File: src/rtl/xyz_sched_pkg.sv
//============================================================================
// Module      : xyz_sched_pkg
// Description : Shared types and helpers for the XYZ round-robin scheduler:
//               FSM state encoding, default operand width, and the
//               rotating-pointer increment used by arbiter and top.
// Revision    : 1.0 - initial release
//============================================================================
`default_nettype none

package xyz_sched_pkg;

    // Default operand / result width of one XYZ lane
    localparam int W_DEFAULT = 5;

    // Lane-sequencing states, explicitly encoded in 3 bits
    typedef enum logic [2:0] {
        IDLE   = 3'd0,
        START  = 3'd1,
        RESULT = 3'd2,
        CHECK  = 3'd3,
        RESP   = 3'd4
    } state_t;

    // Next position of a rotating pointer over num slots, wrapping to 0
    function automatic int rr_next(input int idx, input int num);
        return (idx >= num - 1) ? 0 : idx + 1;
    endfunction

endpackage

`default_nettype wire

File: src/rtl/xyz_rr_arbiter.sv
//============================================================================
// Module      : xyz_rr_arbiter
// Description : Combinational rotating-priority arbiter. Searches req_valid
//               starting at rr_ptr and wrapping, and returns a one-hot grant,
//               its index, and whether any request was found.
// Revision    : 1.0 - initial release
//============================================================================
`default_nettype none

module xyz_rr_arbiter
    import xyz_sched_pkg::*;
#(
    parameter int NUM_REQ = 3,
    parameter int PTR_W   = 2
) (
    input  logic [NUM_REQ-1:0] req_valid,
    input  logic [PTR_W-1:0]   rr_ptr,
    output logic [NUM_REQ-1:0] grant,
    output logic [PTR_W-1:0]   grant_idx,
    output logic               grant_any
);

    logic [PTR_W-1:0] w_pos;

    // Walk every slot once from rr_ptr; the first valid one wins
    always_comb begin
        grant     = '0;
        grant_idx = '0;
        grant_any = 1'b0;
        w_pos     = rr_ptr;
        for (int k = 0; k < NUM_REQ; k++) begin
            if (!grant_any && req_valid[w_pos]) begin
                grant_any     = 1'b1;
                grant[w_pos]  = 1'b1;
                grant_idx     = w_pos;
            end
            w_pos = PTR_W'(rr_next(int'(w_pos), NUM_REQ));
        end
    end

endmodule

`default_nettype wire

File: src/rtl/xyz_rr_scheduler.sv
//============================================================================
// Module      : xyz_rr_scheduler
// Description : Shares one XYZ lane (start / result / check, RDY/EN) between
//               NUM_REQ requesters in round-robin order. Each accepted
//               operand bundle is sequenced start(a,b) -> result(c) ->
//               check(d) and both captured values are returned to the owner.
//               Optional watchdog: define XYZ_SCHED_TIMEOUT_EN to abort a
//               stalled RESULT/CHECK wait after TO_CYC cycles with resp_err.
// Revision    : 1.0 - initial release
//============================================================================
`default_nettype none

module xyz_rr_scheduler
    import xyz_sched_pkg::*;
#(
    parameter int W       = W_DEFAULT,
    parameter int NUM_REQ = 3,
    parameter int CNT_W   = 16
`ifdef XYZ_SCHED_TIMEOUT_EN
    ,
    parameter int TO_CYC  = 64
`endif
) (
    input  logic                 CLK,
    input  logic                 RST,
    input  logic [NUM_REQ-1:0]   req_valid,
    input  logic [NUM_REQ*W-1:0] req_a,
    input  logic [NUM_REQ*W-1:0] req_b,
    input  logic [NUM_REQ*W-1:0] req_c,
    input  logic [NUM_REQ*W-1:0] req_d,
    output logic [NUM_REQ-1:0]   req_ready,
    output logic [NUM_REQ-1:0]   resp_valid,
    output logic [W-1:0]         resp_result,
    output logic [W-1:0]         resp_check,
    output logic                 resp_err,
    input  logic [NUM_REQ-1:0]   resp_ready,
    output logic [W-1:0]         xyz_start_a,
    output logic [W-1:0]         xyz_start_b,
    output logic                 en_xyz_start,
    input  logic                 rdy_xyz_start,
    output logic [W-1:0]         xyz_result_c,
    input  logic [W-1:0]         xyz_result,
    input  logic                 rdy_xyz_result,
    output logic [W-1:0]         xyz_check_d,
    output logic                 en_xyz_check,
    input  logic [W-1:0]         xyz_check,
    input  logic                 rdy_xyz_check,
    output logic                 busy,
    output logic [CNT_W-1:0]     done_count
);

    localparam int c_PTR_W = (NUM_REQ > 1) ? $clog2(NUM_REQ) : 1;

    state_t               r_state;
    state_t               w_state_nxt;
    logic [c_PTR_W-1:0]   r_ptr;
    logic [c_PTR_W-1:0]   r_owner;
    logic [W-1:0]         r_a;
    logic [W-1:0]         r_b;
    logic [W-1:0]         r_c;
    logic [W-1:0]         r_d;
    logic [W-1:0]         r_res;
    logic [W-1:0]         r_chk;
    logic [CNT_W-1:0]     r_cnt;

    logic [NUM_REQ-1:0]   w_grant;
    logic [c_PTR_W-1:0]   w_gidx;
    logic                 w_gany;
    logic                 w_accept;
    logic                 w_resp_hs;
    logic                 w_timeout;
    logic                 w_err;

    xyz_rr_arbiter #(
        .NUM_REQ (NUM_REQ),
        .PTR_W   (c_PTR_W)
    ) u_arb (
        .req_valid (req_valid),
        .rr_ptr    (r_ptr),
        .grant     (w_grant),
        .grant_idx (w_gidx),
        .grant_any (w_gany)
    );

    assign w_accept  = (r_state == IDLE) && w_gany;
    assign w_resp_hs = (r_state == RESP) && resp_ready[r_owner];

`ifdef XYZ_SCHED_TIMEOUT_EN
    localparam int c_TO_W = (TO_CYC > 2) ? $clog2(TO_CYC) : 1;

    logic [c_TO_W-1:0] r_to;
    logic              r_err;

    // Abort only when the limit is reached and the awaited RDY is still low
    assign w_timeout = (r_to == c_TO_W'(TO_CYC - 1)) &&
                       (((r_state == RESULT) && !rdy_xyz_result) ||
                        ((r_state == CHECK)  && !rdy_xyz_check));
    assign w_err     = r_err;

    // Wait-cycle counter restarts whenever the FSM changes state; error flag
    // is raised by an abort and cleared by the next accepted request
    always_ff @(posedge CLK) begin
        if (RST) begin
            r_to  <= '0;
            r_err <= 1'b0;
        end else begin
            if (((r_state == RESULT) || (r_state == CHECK)) && (w_state_nxt == r_state))
                r_to <= r_to + 1'b1;
            else
                r_to <= '0;
            if (w_accept)
                r_err <= 1'b0;
            else if (w_timeout)
                r_err <= 1'b1;
        end
    end
`else
    assign w_timeout = 1'b0;
    assign w_err     = 1'b0;
`endif

    // FSM state register
    always_ff @(posedge CLK) begin
        if (RST)
            r_state <= IDLE;
        else
            r_state <= w_state_nxt;
    end

    // FSM next-state: each lane method waits on its own RDY
    always_comb begin
        w_state_nxt = r_state;
        case (r_state)
            IDLE:   if (w_accept)           w_state_nxt = START;
            START:  if (rdy_xyz_start)      w_state_nxt = RESULT;
            RESULT: if (rdy_xyz_result)     w_state_nxt = CHECK;
                    else if (w_timeout)     w_state_nxt = RESP;
            CHECK:  if (rdy_xyz_check)      w_state_nxt = RESP;
                    else if (w_timeout)     w_state_nxt = RESP;
            RESP:   if (w_resp_hs)          w_state_nxt = IDLE;
            default:                        w_state_nxt = IDLE;
        endcase
    end

    // Datapath: latch the granted bundle, capture lane results, count completions
    always_ff @(posedge CLK) begin
        if (RST) begin
            r_ptr   <= '0;
            r_owner <= '0;
            r_a     <= '0;
            r_b     <= '0;
            r_c     <= '0;
            r_d     <= '0;
            r_res   <= '0;
            r_chk   <= '0;
            r_cnt   <= '0;
        end else begin
            case (r_state)
                IDLE: begin
                    if (w_accept) begin
                        r_a     <= req_a[int'(w_gidx)*W +: W];
                        r_b     <= req_b[int'(w_gidx)*W +: W];
                        r_c     <= req_c[int'(w_gidx)*W +: W];
                        r_d     <= req_d[int'(w_gidx)*W +: W];
                        r_owner <= w_gidx;
                        r_ptr   <= c_PTR_W'(rr_next(int'(w_gidx), NUM_REQ));
                    end
                end
                RESULT: if (rdy_xyz_result) r_res <= xyz_result;
                CHECK:  if (rdy_xyz_check)  r_chk <= xyz_check;
                RESP:   if (w_resp_hs && !w_err) r_cnt <= r_cnt + 1'b1;
                default: ;
            endcase
        end
    end

    // FSM outputs: lane arguments and enables only in their own state;
    // acceptance is suppressed while reset is asserted
    always_comb begin
        req_ready    = '0;
        resp_valid   = '0;
        resp_result  = '0;
        resp_check   = '0;
        resp_err     = 1'b0;
        xyz_start_a  = '0;
        xyz_start_b  = '0;
        en_xyz_start = 1'b0;
        xyz_result_c = '0;
        xyz_check_d  = '0;
        en_xyz_check = 1'b0;
        busy         = (r_state != IDLE);
        done_count   = r_cnt;
        case (r_state)
            IDLE: if (!RST) req_ready = w_grant;
            START: begin
                xyz_start_a  = r_a;
                xyz_start_b  = r_b;
                en_xyz_start = rdy_xyz_start;
            end
            RESULT: xyz_result_c = r_c;
            CHECK: begin
                xyz_check_d  = r_d;
                en_xyz_check = rdy_xyz_check;
            end
            RESP: begin
                resp_valid  = NUM_REQ'(1) << r_owner;
                resp_result = w_err ? '0 : r_res;
                resp_check  = w_err ? '0 : r_chk;
                resp_err    = w_err;
            end
            default: ;
        endcase
    end

endmodule

`default_nettype wire

File: config.mk
export PLATFORM = sky130hd
export DESIGN_NAME = xyz_rr_scheduler
export DESIGN_NICKNAME = d
export VERILOG_FILES = /design/src/rtl/xyz_sched_pkg.sv /design/src/rtl/xyz_rr_arbiter.sv /design/src/rtl/xyz_rr_scheduler.sv
export SDC_FILE = /design/constraint.sdc
export NUM_CORES = 1
export LEC_CHECK = 0
export ABC_AREA = 1
export BUFFER_PORTS_ARGS = -buffer_cell sky130_fd_sc_hd__buf_2
export CELL_PAD_IN_SITES_DETAIL_PLACEMENT = 0
export CELL_PAD_IN_SITES_GLOBAL_PLACEMENT = 2
export CORE_ASPECT_RATIO = 0.7
export CORE_MARGIN = 1.5
export CORE_UTILIZATION = 26
export DETAILED_ROUTE_END_ITERATION = 10
export PLACE_DENSITY_LB_ADDON = 0.1
export SYNTH_ARGS = -nofsm -noshare
export SYNTH_HDL_FRONTEND = slang
export SYNTH_SLANG_ARGS = --single-unit
File: constraint.sdc
create_clock -name CLK -period 3.1 [get_ports CLK]
set_clock_uncertainty 0.15 [all_clocks]
set_input_delay 0.155 -clock CLK [delete_from_list [all_inputs] [get_ports CLK]]
set_output_delay 0.155 -clock CLK [all_outputs]
set_load 0.005 [all_outputs]
==> summary.md <==
| Metric | Value |
|---|---|
| Status | finished clean |
| Reg2reg setup slack | ~0.31 ns |
| Transition time at the pin with the least slew margin | 0.567 ns |
| Critical-path top delay cell | sky130_fd_sc_hd__dfxtp_1 |
| Vias | between 3000 and 4000 |
| Port-buffer cells | between 100 and 150 |
| Cell taking the most area after synthesis | sky130_fd_sc_hd__dfxtp_1 |
| Length in cells of the worst reg-to-reg path | 11 |
| Number of design rule violations left after detail routing | 0 |
| CTS-repair resized insts | 0 |
| Placement-stage worst setup slack | between 0.6 and 0.7 ns |
| Post-Syn Area per Cell | about 6.4 um2 |
| Max Root-Sink Buffers | 2 |
| Net count of the mapped netlist | 576 |
| Inserted Clock Buffers | 5 |
| Setup-failing EPs final | 0 |
| Number of distinct library cells after synthesis | 36 |
| Setup ws final | between 0.3 and 0.4 ns |
| Total of warnings raised by yosys | 0 |
| Area share of the largest cell type after synthesis | between 30% and 40% |
| Final wirelength | about 10 mm |
| Worst vdd rail ir drop | about 230 uV |
| Unrepaired setup endpoints after global routing | false |
| Final hold violations | 0 |
| Kind of end point of the critical path | flip-flop |
| Beginning of the worst register-to-register path | r_ptr[1] |
| Global-route wire length before repair | 16.4 mm |
| Worst flop-to-flop path endpoint | r_a[0] |
| # rows | 33 |
| Hold Crit Depth | 3 |
| Delay of the slowest cell on the worst path | roughly 0.57 ns |
| Fraction of layout instances using a drive strength above 1 | roughly 30% |
| Worst endpoint data arrival time | 2.82 ns |
| Number of nets at the end of the flow | 721 |
| Critical path type | flip-flop to flip-flop |
| Pwr Density | 713 nW/um2 |
| Hold wc startpoint | req_a[4] |
| Average via count per standard cell | around 4.3 |
| Maximum fanout along the worst path | 22 |
| Overall overflow remaining after global route | 0 |
| Area after detailed placement | between 3000 and 4000 um2 |
| Fraction of the yosys area taken by sequential cells | 33.7% |
| Data required, critical path | 3.14 ns |
| Clock tree from TritonCTS | yes |
| Die area | roughly 13000 um2 |
| X dimension of the die | approximately 130 um |
| Worst hold-check slack | 0.00241 ns |
| Clk Latency, worst-skew pair | around 0.3 ns |
| Maximum number of pins on one net before global-route repair | 23 |
| Die height | approximately 95 um |
| Critical path buffers and inverters | 3 |
| Summed negative setup slack over all endpoints | 0 ns |
| Final design instance area without fill | around 4300 um2 |
| Origin of the worst setup path | r_ptr[1] |
| Leakage power total | between 2 and 2.5 nW |
| Cell Chain, Critical Path | inv_4, nand3_1, nand3_2, nor2_4, nand3_2, nand2_2, nor2_4, buf_12, a21oi_2, a21oi_1, dlygate4sd3_1 |
| Starting Density | 26.8% |
| Synth area leaders | sky130_fd_sc_hd__dfxtp_1 34%, sky130_fd_sc_hd__nand2_1 12%, sky130_fd_sc_hd__nor2_1 9.1% |
| Core occupancy in the finished layout | a little over a third |
| Count of maximum capacitance violations | 0 |
| Post-synthesis instance area | approximately 3100 um2 |
| Final number of max-transition violations | 0 |
| First-pass iteration count of the detailed router | 4 |
| DRT antenna net count | 0 |
| DRC violation total after the first TritonRoute iteration | between 150 and 200 |
| Count of pins on the block boundary | 137 |
| Floorplan core area | approximately 12000 um2 |
| Clock root buffer | sky130_fd_sc_hd__clkbuf_16 |
| CTS sink cnt | 53 |
| Worst Hold End | r_a[4] |
| Shortest clock period the worst path allows after layout | between 2 and 3 ns |
| Headroom to the max-slew limit | 62.1% |
| Number of instances in the synthesized netlist | 494 |
| GRT Resource Usage Total | approximately 16% |
| Area Growth Syn to Fin | 36.4% |
| Flop and latch count out of synthesis | 53 |
| Fill cell instance count of the final layout | 1367 |
| Number of antenna violations at the first check in global routing | 0 |
| Via count of the first global-routing pass | ~3200 |
| Largest delay share family, worst path | simple AND/OR/NAND/NOR gates |
| Maximum level of the CTS H-tree | 2 |
| Clock-pin transition on the worst setup and hold timing paths | about 0.070 ns |
| Detailed-placement wirelength estimate | 8.19 mm |
| Detail-routed net length per standard cell | roughly 13 um |
| GP Congestion | slightly below 0.8 |
| Crit path launch type | flip-flop |
| Kind of path behind the tightest hold check | input pin to flip-flop |
| Maximum frequency from static timing analysis | between 300 and 400 MHz |
| Number of antenna cells inserted | 0 |
| Final period utilization | about 90% |
## worst max path at each step
stage | endpoint | slack (ns) | cells past startpoint
2_1_floorplan | r_a[2] | 1.46 | 12
3_3_place_gp | r_d[1] | 0.75 | 10
3_5_place_dp | r_d[1] | 0.69 | 12
4_1_cts | r_a[0] | 0.19 | 11
5_1_grt | r_a[0] | 0.13 | 7
6_report | r_a[0] | 0.31 | 11
## synth_stat cells (all sizes together)
library cell  count
a21oi            61
a31oi             2
and3              1
buf              12
clkbuf            6
clkinv            1
conb              1
dfxtp            53
ha                1
inv              81
nand2           109
nand3            24
nand4             4
nor2             82
nor3             10
o2111ai           1
o211ai            2
o21ai            36
o21bai            1
o22ai             2
xnor2             1
xor2              3
## state kept, by name (all words and copies together), names as in the netlist
name / cells
r_owner: 2
r_a: 5
r_d: 5
r_state: 3
done_count: 16
r_chk: 5
r_b: 5
r_c: 5
r_ptr: 2
r_res: 5
## kinds of logic after synthesis
| logic type | count (synthesis) | share of synthesized area [%] |
|---|---|---|
| and+or+nand+nor | 230 | 31.4 |
| AOI/OAI and AO/OA | 105 | 19.6 |
| buffers and inverters | 100 | 13.7 |
| DFF | 53 | 33.7 |
| xor gates and xnor gates | 4 | 1.11 |
| adders and majority gates | 1 | 0.397 |
| other | 1 | 0.119 |
## per-stage QoR
step,power [mW],std cells
floorplan,1.95,494
global placement,2.26,771
detailed placement,2.27,771
CTS,3.03,792
global route,3.32,797
finish,3.06,797
## tightest hold or removal path, delay by kind of cell
kind                   cells  cell delay (ns)
buffers and inverters      1             0.10
AOI/OAI and AO/OA          2             0.16
## cell type report
type | count | area, um2 | area share (%)
multi-input cells | 341 | 1660 | 38.6
flip-flops and latches | 53 | 1060 | 24.7
repair buffers | 156 | 878 | 20.5
inverters | 82 | 310 | 7.23
well taps | 157 | 196 | 4.58
clock buffers | 5 | 125 | 2.91
clock inverters | 3 | 65.1 | 1.52
## power breakdown
part | internal [mW] | switching [mW]
Clock | 0.462 | 0.263
Sequential | 0.833 | 0.109
Combinational | 0.517 | 0.879
Total | 1.81 | 1.25
## cells in the final DEF (no fill, tap or decap), drive strengths merged
cell and n:
clkinv 2, a31oi 2, a21oi 61, nor2 82, nand3 24, o21ai 36
buf 143, xnor2 1, bufinv 2, o211ai 2, nor3 10, inv 81
dlygate4sd3 13, xor2 3, o2111ai 1, nand4 4, o21bai 1, o22ai 2
dfxtp 53, and3 1, clkbuf 5, conb 1, nand2 109, ha 1
## metal layers
layer / track usage, % / vias to the layer above / part of all wire, % / wire length [um]
met3: 4.94 / 8 / 7.7 / 809
met2: 22.6 / 123 / 36 / 3810
li1: - / 1841 / - / -
met1: 25.0 / 1468 / 55 / 5780
met5: 0 / - / 0 / 0
met4: 3.23 / 0 / 0.65 / 68
## timing repair
| item | 4_1_cts | 5_1_grt |
|---|---|---|
| setup endpoints to repair | 0 | 1 |
| hold buffers | 13 | 0 |
| hold endpoints to repair | 12 | 0 |
| setup buffers | 0 | 5 |
(Power assumes the default switching activity.)
